File: src/rtl/pc_seq_pkg.sv
// Shared types and widths for the PC sequencer slice.
// Optional breakpoint support is enabled with macro PC_SEQ_BKPT_EN.
package pc_seq_pkg;

    localparam int PC_W  = 8;
    localparam int CNT_W = 16;

    typedef enum logic [2:0] {
        ST_INIT = 3'd0,
        ST_IDLE = 3'd1,
        ST_RUN  = 3'd2,
        ST_STEP = 3'd3,
        ST_DONE = 3'd4
    } seq_state_t;

endpackage

File: src/rtl/pc_seq_bkpt.sv
// Breakpoint compare with first-RUN-cycle exemption and a sticky hit flag.
// Instantiated by pc_sequencer only when PC_SEQ_BKPT_EN is defined.
module pc_seq_bkpt
    import pc_seq_pkg::*;
(
    input  logic            CLK,
    input  logic            RST_n,
    input  logic            in_run,
    input  logic            clear,
    input  logic [PC_W-1:0] pc,
    input  logic [PC_W-1:0] bkpt_addr,
    output logic            fire,
    output logic            hit
);

    // armed is low on the first RUN cycle so a run can resume from the breakpoint address
    logic armed;

    assign fire = in_run && armed && (pc == bkpt_addr);

    always_ff @(posedge CLK or negedge RST_n) begin
        if (!RST_n) begin
            armed <= 1'b0;
            hit   <= 1'b0;
        end else begin
            armed <= in_run;
            if (fire)
                hit <= 1'b1;
            else if (clear)
                hit <= 1'b0;
        end
    end

endmodule

File: src/rtl/pc_sequencer.sv
// Fetch sequencer FSM driving the fetch-unit PC clear/hold/branch controls.
// Define PC_SEQ_BKPT_EN to add the breakpoint port and pc_seq_bkpt instance.
module pc_sequencer
    import pc_seq_pkg::*;
(
    input  logic             CLK,
    input  logic             RST_n,
    input  logic             start,
    input  logic             stop,
    input  logic             step,
    input  logic             restart,
    input  logic             halt_instr,
    input  logic             branch_req,
    input  logic [PC_W-1:0]  branch_off,
    input  logic [PC_W-1:0]  pc,
`ifdef PC_SEQ_BKPT_EN
    input  logic [PC_W-1:0]  bkpt_addr,
`endif
    output logic             Init,
    output logic             Halt,
    output logic             Branch,
    output logic [PC_W-1:0]  Target,
    output logic             running,
    output logic             done,
    output logic             bkpt_hit,
    output logic [CNT_W-1:0] instr_count
);

    seq_state_t state, next_state;
    logic       step_q;
    logic       step_rise;
    logic       advance;
    logic       bkpt_fire;

    assign step_rise = step && !step_q;

`ifdef PC_SEQ_BKPT_EN
    logic bkpt_clear;

    assign bkpt_clear = (state == ST_IDLE) && !stop && (step_rise || start);

    pc_seq_bkpt u_bkpt (
        .CLK       (CLK),
        .RST_n     (RST_n),
        .in_run    (state == ST_RUN),
        .clear     (bkpt_clear),
        .pc        (pc),
        .bkpt_addr (bkpt_addr),
        .fire      (bkpt_fire),
        .hit       (bkpt_hit)
    );
`else
    logic unused_pc;

    assign unused_pc = ^pc;
    assign bkpt_fire = 1'b0;
    assign bkpt_hit  = 1'b0;
`endif

    always_ff @(posedge CLK or negedge RST_n) begin
        if (!RST_n) begin
            state  <= ST_INIT;
            step_q <= 1'b0;
        end else begin
            state  <= next_state;
            step_q <= step;
        end
    end

    // Halt drops only in RUN/STEP cycles that actually advance; leaving cycles keep the PC held
    always_comb begin
        next_state = state;
        Init       = 1'b0;
        Halt       = 1'b1;
        case (state)
            ST_INIT: begin
                Init       = 1'b1;
                next_state = ST_IDLE;
            end
            ST_IDLE: begin
                if (stop)
                    next_state = ST_IDLE;
                else if (step_rise)
                    next_state = ST_STEP;
                else if (start)
                    next_state = ST_RUN;
            end
            ST_RUN: begin
                if (halt_instr)
                    next_state = ST_DONE;
                else if (stop || bkpt_fire)
                    next_state = ST_IDLE;
                else
                    Halt = 1'b0;
            end
            ST_STEP: begin
                if (halt_instr) begin
                    next_state = ST_DONE;
                end else begin
                    Halt       = 1'b0;
                    next_state = ST_IDLE;
                end
            end
            ST_DONE: begin
                if (restart)
                    next_state = ST_INIT;
            end
            default: next_state = ST_INIT;
        endcase
    end

    assign advance = ((state == ST_RUN) || (state == ST_STEP)) && !Halt;
    assign Branch  = branch_req && advance;
    assign Target  = branch_off;
    assign running = (state == ST_RUN) || (state == ST_STEP);
    assign done    = (state == ST_DONE);

    always_ff @(posedge CLK or negedge RST_n) begin
        if (!RST_n)
            instr_count <= '0;
        else if (state == ST_INIT)
            instr_count <= '0;
        else if (advance && (instr_count != {CNT_W{1'b1}}))
            instr_count <= instr_count + 1'b1;
    end

endmodule

File: config.mk
export PLATFORM = sky130hd
export DESIGN_NAME = pc_sequencer
export DESIGN_NICKNAME = d
export VERILOG_FILES = /design/src/rtl/pc_seq_pkg.sv /design/src/rtl/pc_seq_bkpt.sv /design/src/rtl/pc_sequencer.sv
export SDC_FILE = /design/constraint.sdc
export NUM_CORES = 1
export LEC_CHECK = 0
export BUFFER_PORTS_ARGS = -buffer_cell sky130_fd_sc_hd__buf_2
export CAP_MARGIN = 20
export CORE_UTILIZATION = 47
export CTS_CLUSTER_SIZE = 10
export DETAILED_ROUTE_END_ITERATION = 8
export PLACE_DENSITY = 0.79
export SLEW_MARGIN = 20
export SYNTH_ARGS = -nofsm -noshare
export SYNTH_HDL_FRONTEND = slang
export SYNTH_SLANG_ARGS = --single-unit
File: constraint.sdc
create_clock -name CLK -period 2.05 [get_ports CLK]
set_clock_uncertainty 0.05 [all_clocks]
set_input_delay 0.41 -clock CLK [delete_from_list [all_inputs] [get_ports CLK]]
set_output_delay 0.41 -clock CLK [all_outputs]
set_load 0.005 [all_outputs]
# ---- Word-level counts from Yosys, hierarchy flattened
# Index checks and enable logic that the tools add are counted.
dict set report word_totals {
  ff_bits 20
  inputBits 24
  word_cells 37
  out_inout_bits 30
}
dict set report op_classes {
  eq_ne 8
  mux 15
  n_addsub 1
  n_reduce_logical 10
}
# operator n
set ops {}
lappend ops {{16-bit two-way mux} 2}
lappend ops {{3-bit two-way mux} 7}
lappend ops {{16-bit by 1-bit adder with 16-bit output (second input constant)} 1}
lappend ops {{16-bit != test (second input constant)} 1}
lappend ops {{3-bit case mux with 5 select lines} 1}
lappend ops {{3-bit by 2-bit == test with 1-bit output (second input constant)} 2}
lappend ops {{1-bit logical AND} 4}
lappend ops {{1-bit two-way mux} 4}
lappend ops {{4-bit != test (second input constant)} 1}
lappend ops {{3-bit by 1-bit == test with 1-bit output (second input constant)} 1}
lappend ops {{3-bit == test (second input constant)} 1}
lappend ops {{3-bit logical NOT} 1}
lappend ops {{3-bit != test (second input constant)} 1}
lappend ops {{3-bit AND reduction} 1}
lappend ops {{1-bit logical NOT} 2}
lappend ops {{2-bit != test (second input constant)} 1}
lappend ops {{1-bit case mux with 2 select lines} 1}
lappend ops {{2-bit nonzero test} 1}
lappend ops {{1-bit logical OR} 1}

# ---- Depth between registers and ports, before layout
dict set report depth {
  word_depth 8
  mapped_depth 6
  depth_no_buf 5
}

# ---- Worst setup path after synthesis
# Ideal clock, no wire load.
dict set report synth_path {
  path_kind {register -> register}
  from {register instr_count[0]}
  to {register instr_count[12]}
  synth_period_minus_slack_ps 1810
  stages_incl_launch_ff 7
  n_path_buf 1
  required_ps 1920
  setup_ps 80
  arrival_ps 1680
  slack_ps 240
  path_cell_list {dfrtp_1 > ha_1 > nand3_1 > or2_0 > clkbuf_2 > or4_1 > a21oi_1}
}
dict set report synth_between {
  elab_chain_len 3
  word_cells_on_any_way 6
  classes_between {add/sub: 1; eq/ne: 1; mux: 2; reduce/logical: 2}
}
# element line
set synth_rtl {}
lappend synth_rtl {{start, declared} pc_sequencer.sv:26} ;# output logic [CNT_W-1:0] instr_count
lappend synth_rtl {{start signal, assigned} pc_sequencer.sv:124} ;# instr_count <= instr_count + 1'b1;
lappend synth_rtl {{16-bit by 1-bit adder with 16-bit output / 16-bit != test (equally long branches)} {pc_sequencer.sv:124, pc_sequencer.sv:123}}
lappend synth_rtl {{16-bit two-way mux / 1-bit logical AND (equally long branches)} pc_sequencer.sv:123} ;# else if (advance && (instr_count != {CNT_W{1'b1}}))
lappend synth_rtl {{16-bit two-way mux / 2-bit nonzero test (equally long branches)} n/a}
# Parallel ways exist; a longest one is shown, timed or not. The select of a mux whose other input is x is not followed.
# A chain may end at the register's enable or synchronous reset.

# ---- Worst setup path after layout
dict set report layout_path {
  from {register state[1]}
  to {output port Init}
}
dict set report layout_between {
  elab_chain_len 2
}
# element line
set layout_rtl {}
lappend layout_rtl {{start, declared} pc_sequencer.sv:29} ;# seq_state_t state, next_state;
lappend layout_rtl {{start signal, assigned} pc_sequencer.sv:65} ;# state <= next_state;
lappend layout_rtl {{3-bit logical NOT} pc_sequencer.sv:75} ;# case (state)
lappend layout_rtl {{1-bit two-way mux} pc_sequencer.sv:75}
lappend layout_rtl {{end, declared} pc_sequencer.sv:19} ;# output logic Init,
# No other way between the ends.

==> summary.md <==
| Metric | Value |
|---|---|
| Synth Net Count | `~170` |
| Endpoints failing hold | `0` |
| Netlist Area Pre-Place | `0.001277 sq mm` |
| Post-route cell area | `roughly 0.0015 sq mm` |
| GRT Resource Usage Total | `0.2220` |
| Crit path kind | `flop to output port` |
| Max Clock Freq | `510.5 MHz` |
| Final std cells w/o fill | `around 200` |
| DP Worst Slack | `0.1517 ns` |
| Starting density of the core | `0.5064` |
| RR Startpoint | `instr_count[0]` |
| Critical Path AT | `1.50 ns` |
| Placed Area | `0.001396 sq mm` |
| Worst setup SP type | `flop` |
| Root Driver | `clkbuf_4` |
| Total power | `1.051 mW` |
| RSZ-0062 raised after global routing | `no` |
| Vias | `1190` |
| Utilization after layout | `0.5784` |
| Core ar. | `roughly 0.0025 sq mm` |
| Maximum VDD drop | `0.5992 mV` |
| Drc violations | `0` |
| Reg clk slew, reported paths | `0.13 ns` |
| Hold Crit Depth | `1` |
| Worst-path maximum fanout | `9` |
| Worst skew pair latency | `0.30 ns` |
| Status | `completed` |
| Synthesis Warnings | `0` |
| Sequential share of power | `0.443` |
| IO buf count | `28` |
| Register area share after synthesis | `0.3918` |
| Synth Register Bits | `20` |
| First-pass GRT wire length | `4567 microns` |
| Clock tree buffer depth | `2` |
| Gr ovfl total | `0` |
| CTS Hold Bufs | `1` |
| # H-tree levels | `1` |
| CTS sink count | `20` |
| DP HPWL | `2157 microns` |
| Nets | `193` |
| Layout cell share with drive strength beyond 1 | `0.2455` |
| LEAKAGE | `between 0.6 and 0.7 nW` |
| TritonCTS Buffers | `3` |
| CTS tree | `yes` |
| Largest net degree at the start of global routing | `21` |
| Number of flops mapped to enable cells by yosys | `0` |
| Pint | `731.9 uW` |
| Psw | `319.4 uW` |
| Comb pwr share | `0.247` |
| Die footprint | `0.002931 sq mm` |
| Die Ht | `54.14 microns` |
| Final setup viols | `0` |
| Asr flop ratio synth | `1.000` |
| DR WL/cell | `between 10 and 15 microns` |
| Minimum clock period | `1.959 ns` |
| Post-CTS Setup Repair Bufs | `0` |
| Fin crit share | `0.9556` |
| Post-Syn Instances | `between 100 and 150` |
| Drt first pass iters | `4` |
| Critical Path Start | `state[1]` |
| Synth Flop Type | `dfrtp_1` |
| Fin. max-slew vios | `0` |
| Routed WL | `2904 microns` |
| Max_cap viols | `0` |
| GPL Wtd Cong | `0.8939` |
| Yosys cell types | `41` |
| CP endpoint kind | `output port` |
| Clk pwr share | `0.310` |
| Placed insts | `192` |
| Power density cells | `720.6 mW/mm^2` |
| Mapped Avg Cell Area | `just under 9 sq um` |
| Min-Delay Startpoint | `step` |
| Worst Setup Slack, final | `0.09109 ns` |
| Worst hold path class | `input port to flop` |
| Setup TNS | `0 ns` |
| Cell row count | `18` |
| Switching Share | `0.3038` |
| Ant. Diodes | `0` |
| WHS | `between 0.15 and 0.2 ns` |
| Area delta synth->final | `14.20%` |
| IO Pins | `54` |
| Critical Path RT | `1.59 ns` |
| Via density | `6.041` |
| Number of antenna violations at the first check in global routing | `0` |
| R2r worst-path depth | `5` |
| Vias in the first global route | `1006` |
| Die width | `around 54 microns` |
| First DRT Iteration DRCs | `34` |
| Antenna-violating nets left | `0` |
| Resized Gates After CTS | `0` |
-- path summary, 6_finish.rpt --
path	to	slack (ns)
max	Init	0.09
min	step_q	0.16
max reg2reg	instr_count[12]	0.11
min reg2reg	state[1]	0.45
max in group asynchronous	instr_count[12]	1.12
min in group asynchronous	instr_count[9]	0.51
-- layer usage --
layer | GRT usage | vias to the layer above | routed length [microns]
li1 | - | 573 | -
met1 | 0.2798 | 560 | 1230
met2 | 0.3740 | 55 | 1451
met3 | 0.03390 | 2 | 204
met4 | 0.08974 | 0 | 17
met5 | 0 | - | 0
-- layout make-up --
class                   instances  area [sq um]
fillers                       224          1064
repair buffers                 34         187.7
multi-input cells             104         659.4
flip-flops and latches         20         500.5
well taps                      30         37.54
clock inverters                 1         30.03
inverters                       5         21.27
clock buffers                   3         22.52
-- critical path, cell delays in order, from the launching register on --
cell,delay (ns)
dfrtp_1,0.45
or3_1,0.40
clkinv_1,0.18
buf_2,0.15
-- kinds of logic (layout without fill, tap and decap cells) --
| group | Yosys count | in the layout | synth area share |
|---|---|---|---|
| other | 1 | 1 | 0.002935 |
| DFF | 20 | 20 | 0.3918 |
| AOI/OAI and AO/OA | 26 | 26 | 0.1381 |
| and+or+nand+nor | 69 | 69 | 0.3105 |
| muxes | 7 | 7 | 0.05485 |
| adders and majority gates | 1 | 1 | 0.009793 |
| buffers and inverters | 19 | 43 | 0.09206 |
-- registers in the layout, summed over array words and instances (netlist names) --
name	flops
step_q	1
instr_count	16
state	3
-- power groups by stage --
stage	logic (mW)	registers, mW	clock network, mW
global route	0.288	0.472	0.352
finish	0.259	0.466	0.326
detailed placement	0.258	0.475	0
CTS	0.262	0.466	0.333
floorplan	0.175	0.466	0
global placement	0.248	0.471	0
-- cells in the mapped netlist (2+ instances only) --
cell      instances  area, sq um
nor3_1            7        35.03
and3_1            5        31.28
a21oi_1           6        30.03
inv_1             3        11.26
o211ai_1          3        22.52
nand2_1          11        41.29
a211oi_1          2        15.01
or3_1             2        12.51
dfrtp_1          20        500.5
a41o_1            2        20.02
nand4_1           6        37.54
nor4_1            3        18.77
a31oi_1           2        12.51
or4_1             3        22.52
mux2i_1           7        70.07
buf_4             9        67.56
o21ai_0           4        20.02
nand2b_1          4        25.02
clkbuf_1          2        7.510
o31ai_1           4        30.03
nor2_1            7        26.28
nand3_1          11        55.05
o31a_1            2        17.52
-- placed cells by master (no fill, tap or decap), types with 6 or more instances in the layout --
master | synthesis | routed
mux2i_1 | 7 | 7
nand2_1 | 11 | 11
nor2_1 | 7 | 7
nand4_1 | 6 | 6
dfrtp_1 | 20 | 20
nand3_1 | 11 | 11
nor3_1 | 7 | 7
a21oi_1 | 6 | 6
buf_2 | 1 | 28
(Power assumes the default switching activity.)
